<file path="src/rtl/dac_tx.sv">
// Parallel 8-bit DAC transmitter: divides the system clock into the DAC conversion
// clock and feeds samples from a small FIFO onto the DAC bus ahead of each rising edge.
module dac_tx #(
  parameter int         CLK_DIV   = 4,
  parameter int         CNT_W     = 2,
  parameter int         ADDR_W    = 3,
  parameter logic [7:0] IDLE_CODE = 8'h80
) (
  input  logic              i_clk,
  input  logic              i_rst,
  input  logic              i_en,
  input  logic [7:0]        i_data,
  input  logic              i_valid,
  output logic              o_ready,
  output logic [7:0]        o_dac_data,
  output logic              o_dac_clk,
  output logic              o_underrun,
  output logic [ADDR_W:0]   o_level
);

  localparam int                DEPTH       = 1 << ADDR_W;
  localparam int                HALF        = CLK_DIV / 2;
  localparam logic [CNT_W-1:0]  CNT_LAST    = CNT_W'(CLK_DIV - 1);
  localparam logic [CNT_W-1:0]  CNT_HALF    = CNT_W'(HALF);
  localparam logic [ADDR_W:0]   LEVEL_FULL  = {1'b1, {ADDR_W{1'b0}}};
  localparam logic [ADDR_W:0]   LEVEL_EMPTY = {(ADDR_W+1){1'b0}};

  logic [CNT_W-1:0]  cnt_r;
  logic              dac_clk_r;
  logic [7:0]        dac_data_r;
  logic              underrun_r;
  logic [7:0]        mem_r [DEPTH];
  logic [ADDR_W-1:0] wr_ptr_r;
  logic [ADDR_W-1:0] rd_ptr_r;
  logic [ADDR_W:0]   level_r;

  logic [CNT_W-1:0]  cnt_next_s;
  logic              slot_s;
  logic              ready_s;
  logic              push_s;
  logic              pop_s;
  logic              starve_s;

  // Next divider count, slot detection and FIFO handshake decode
  always_comb begin
    cnt_next_s = {CNT_W{1'b0}};
    slot_s     = 1'b0;
    if (i_en) begin
      if (cnt_r == CNT_LAST) begin
        slot_s     = 1'b1;
        cnt_next_s = {CNT_W{1'b0}};
      end else begin
        slot_s     = 1'b0;
        cnt_next_s = cnt_r + 1'b1;
      end
    end else begin
      slot_s     = 1'b0;
      cnt_next_s = {CNT_W{1'b0}};
    end
    // Slot decisions use the registered level, so a same-edge push is never visible
    ready_s  = (level_r != LEVEL_FULL);
    push_s   = i_valid && ready_s && !i_rst;
    pop_s    = slot_s && (level_r != LEVEL_EMPTY);
    starve_s = slot_s && (level_r == LEVEL_EMPTY);
  end

  // Divider counter and DAC clock, both derived from the same next count
  always_ff @(posedge i_clk) begin
    if (i_rst) begin
      cnt_r     <= {CNT_W{1'b0}};
      dac_clk_r <= 1'b0;
    end else begin
      cnt_r     <= cnt_next_s;
      dac_clk_r <= (cnt_next_s >= CNT_HALF);
    end
  end

  // FIFO pointers and occupancy
  always_ff @(posedge i_clk) begin
    if (i_rst) begin
      wr_ptr_r <= {ADDR_W{1'b0}};
      rd_ptr_r <= {ADDR_W{1'b0}};
      level_r  <= LEVEL_EMPTY;
    end else begin
      if (push_s) begin
        wr_ptr_r <= wr_ptr_r + 1'b1;
      end
      if (pop_s) begin
        rd_ptr_r <= rd_ptr_r + 1'b1;
      end
      case ({push_s, pop_s})
        2'b10:   level_r <= level_r + 1'b1;
        2'b01:   level_r <= level_r - 1'b1;
        default: level_r <= level_r;
      endcase
    end
  end

  // FIFO storage; contents need no reset since the pointers define validity
  always_ff @(posedge i_clk) begin
    if (push_s) begin
      mem_r[wr_ptr_r] <= i_data;
    end
  end

  // DAC data bus and underrun pulse, updated only at sample slots
  always_ff @(posedge i_clk) begin
    if (i_rst) begin
      dac_data_r <= IDLE_CODE;
      underrun_r <= 1'b0;
    end else begin
      if (pop_s) begin
        dac_data_r <= mem_r[rd_ptr_r];
      end
      underrun_r <= starve_s;
    end
  end

  assign o_ready    = ready_s;
  assign o_dac_data = dac_data_r;
  assign o_dac_clk  = dac_clk_r;
  assign o_underrun = underrun_r;
  assign o_level    = level_r;

endmodule

</file>
<file path="config.mk">
export PLATFORM = sky130hd
export DESIGN_NAME = dac_tx
export DESIGN_NICKNAME = d
export VERILOG_FILES = /design/src/rtl/dac_tx.sv
export SDC_FILE = /design/constraint.sdc
export NUM_CORES = 1
export LEC_CHECK = 0
export CAP_MARGIN = 15
export CORE_AREA = 2 2 82 84
export CTS_BUF_LIST = sky130_fd_sc_hd__clkbuf_2 sky130_fd_sc_hd__clkbuf_4 sky130_fd_sc_hd__clkbuf_8
export CTS_CLUSTER_SIZE = 12
export DETAILED_ROUTE_END_ITERATION = 6
export DIE_AREA = 0 0 84 86
export PLACE_DENSITY = 0.77
export SYNTH_ARGS = -nofsm -noshare
export SYNTH_HDL_FRONTEND = slang
export SYNTH_SLANG_ARGS = --single-unit
</file>
<file path="constraint.sdc">
create_clock -name i_clk -period 2.4 [get_ports i_clk]
set_clock_uncertainty 0.05 [all_clocks]
set_input_delay 0.36 -clock i_clk [delete_from_list [all_inputs] [get_ports i_clk]]
set_output_delay 0.36 -clock i_clk [all_outputs]
set_load 0.05 [all_outputs]
</file>
==> results of run 1 <==
==> layer usage <==
| layer | vias to the layer above | part of all wire (%) | GRT usage, % |
|---|---|---|---|
| met5 | - | 0 | 0 |
| met4 | 0 | 1.9 | 8.80 |
| met3 | 11 | 2.9 | 3.27 |
| met2 | 37 | 49 | 29.2 |
| met1 | 954 | 46 | 22.9 |
| li1 | 902 | - | - |
==> registers in the layout, indices dropped and copies added (netlist names) <==
| signal | flops |
|---|---|
| mem_r | 64 |
| o_dac_data | 8 |
| o_level | 4 |
| rd_ptr_r | 3 |
| wr_ptr_r | 3 |
| cnt_r | 2 |
| o_underrun | 1 |
==> cell families after synthesis <==
| group | share of synthesized area, % |
|---|---|
| DFF | 69.9 |
| and+or+nand+nor | 9.44 |
| muxes | 11.7 |
| AOI/OAI and AO/OA | 3.13 |
| buffers and inverters | 1.87 |
| xor gates and xnor gates | 1.79 |
| adders and majority gates | 2.24 |
==> critical path: cells and delay by family (launching register included) <==
family | cells | cell delay [ps]
adders and majority gates | 1 | 230
buffers and inverters | 1 | 140
and+or+nand+nor | 3 | 1050
muxes | 1 | 320
AOI/OAI and AO/OA | 1 | 120
DFF | 1 | 360
==> path summary, 6_finish.rpt <==
path                                  from    endpoint  slack [ps]
worst min-delay path              cnt_r[0]    cnt_r[0]         390
worst max register to register  o_level[3]  o_level[3]          20
worst max-delay path            o_level[3]  o_level[3]          20
worst min register to register    cnt_r[0]    cnt_r[0]         390
==> layout make-up <==
| class | count | area [sq um] |
|---|---|---|
| Clock buffer | 10 | 131 |
| Clock inverter | 6 | 111 |
| Fill cell | 436 | 2060 |
| Inverter | 2 | 7.51 |
| Multi-Input combinational cell | 107 | 1020 |
| Sequential cell | 85 | 2360 |
| Tap cell | 77 | 96.3 |
| Timing Repair Buffer | 57 | 490 |
==> Yosys cell counts (3+ instances only) <==
| master | instances | area [sq um] |
|---|---|---|
| nor3_1 | 10 | 50.1 |
| dfxtp_1 | 21 | 420 |
| o22ai_1 | 7 | 43.8 |
| nor2_1 | 21 | 78.8 |
| a21oi_1 | 5 | 25.0 |
| nand3_2 | 3 | 30.0 |
| mux4_2 | 16 | 360 |
| nand3_1 | 4 | 20.0 |
| edfxtp_1 | 64 | 1920 |
| xor2_1 | 4 | 35.0 |
| nor2b_1 | 3 | 18.8 |
| ha_1 | 6 | 75.1 |
| nand2_1 | 6 | 22.5 |
==> where the power goes <==
part	switching [W]	internal (W)	total [W]
Combinational	0.0000668	0.0000584	0.000125
Sequential	0.0000107	0.00159	0.00160
Clock	0.000494	0.000703	0.00120
Total	0.000572	0.00235	0.00293
==> through the flow <==
step / util, % / hold WS (ps) / setup WS (ps) / total power [W]
2_1_floorplan: - / 352 / -113 / 0.00169
3_3_place_gp: 62.0 / 366 / 23.0 / 0.00175
3_5_place_dp: 62.0 / 385 / -54.8 / 0.00176
4_1_cts: 65.9 / 398 / 14.1 / 0.00294
5_1_grt: 67.2 / 416 / -56.1 / 0.00302
6_report: 67.2 / 389 / 16.1 / 0.00293
==> repair_timing <==
| item | in CTS | in global routing |
|---|---|---|
| buffers inserted | 0 | 6 |
| setup endpoints to repair | 0 | 1 |
| gates resized for setup | 0 | 7 |
==> run metrics, run 1 <==
status finished clean; crit path cell chain or4_4 -> and2_4 -> buf_4 -> ha_4 -> or3_1 -> o32ai_2 -> mux2_4; design area 4220 sq um; Remaining DRCs 0; Main synth FF type edfxtp_1; Post-DP Area 3890 sq um; f_max 419 MHz; Via Count 1904; Power Density 694 nW/um^2; net count of the mapped netlist 220; peak per-stage delay on the critical path 530 ps; Setup CP Type flip-flop to flip-flop; first-pass GRT wire length 9.46 mm; worst path required time 2590 ps; area of the mapped netlist 3350 sq um; Gate Count Post-Synth 202; clock sinks 85; core footprint 6280 sq um; Setup TNS 0 ps; initial core utilization 53.4%; DR pass1 iterations 4; post-synth cell types 38; die width 84 um; Worst R2R Path Depth 7; Overflow after GRT 0; vias in the first global route 1927; crit-path max FO 4; maximum clock path buffer count 2; largest net degree at the start of global routing 21; hold depth 1; CP max-delay cell or4_4; Least-Margin Pin Slew 496 ps; Rel. slew slack 66.8%; max cap viols 0; GR Util All Layers 17.7%; total CTS buffers 9; Worst Setup Start Kind flip-flop; Die Y-Extent 86 um; Leakage 1.44 nW; initial antenna violation count 0; Finish-stage setup viols 0; root buffer cell clkbuf_8; clk slew on worst S/H paths 80 ps; Final Wtd Congestion 0.732; CTS Hold Bufs 0; hold crit path type flip-flop to flip-flop; register bit count reported by yosys 85; commonest non-fill, non-tap cell in the layout edfxtp_1; Layout area overhead 25.7%; asr flop ratio synth 0%; FP Rows 29; Layout Cells excl Fill 344; most frequent cells in the layout 64 x edfxtp_1, 32 x buf_4, 25 x clkdlybuf4s50_1; Iter 0 DRT Violations 71; RSZ-0062 raised after global routing true; Routed WL 6.06 mm; Port Buffers 26; layout cells sized above 1 33.0%; endpoints failing hold 0; Post-Place Cells 322; Mapped Avg Cell Area 16.6 sq um; Detail Placement HPWL 3.93 mm; Final min period 2380 ps; Worst Setup End Kind flip-flop; DRT antenna net count 0; num ports 27; n_diodes 0; max-slew violations 0; final period utilization 99.3%; sequential element share of the synthesized area 69.9%; DR vias/cell 5.53; routed len/inst 17.6 um; H-Tree Depth 3; CTS tree yes; Post-synth EDFFs 64; VDD IR max 0.000521 V; NumNets Final 280; die area 7220 sq um; Skew-Pair Late Insertion Delay 340 ps; Yosys warnings 0; CP arrival 2570 ps
No activity file was read; power rests on OpenSTA's default activity.
==> run 2: changes to the inputs <==
- SLEW_MARGIN: not set -> 20
==> results of run 2 <==
Same layout as run 1: the final DEF is identical, and so are final timing and power.
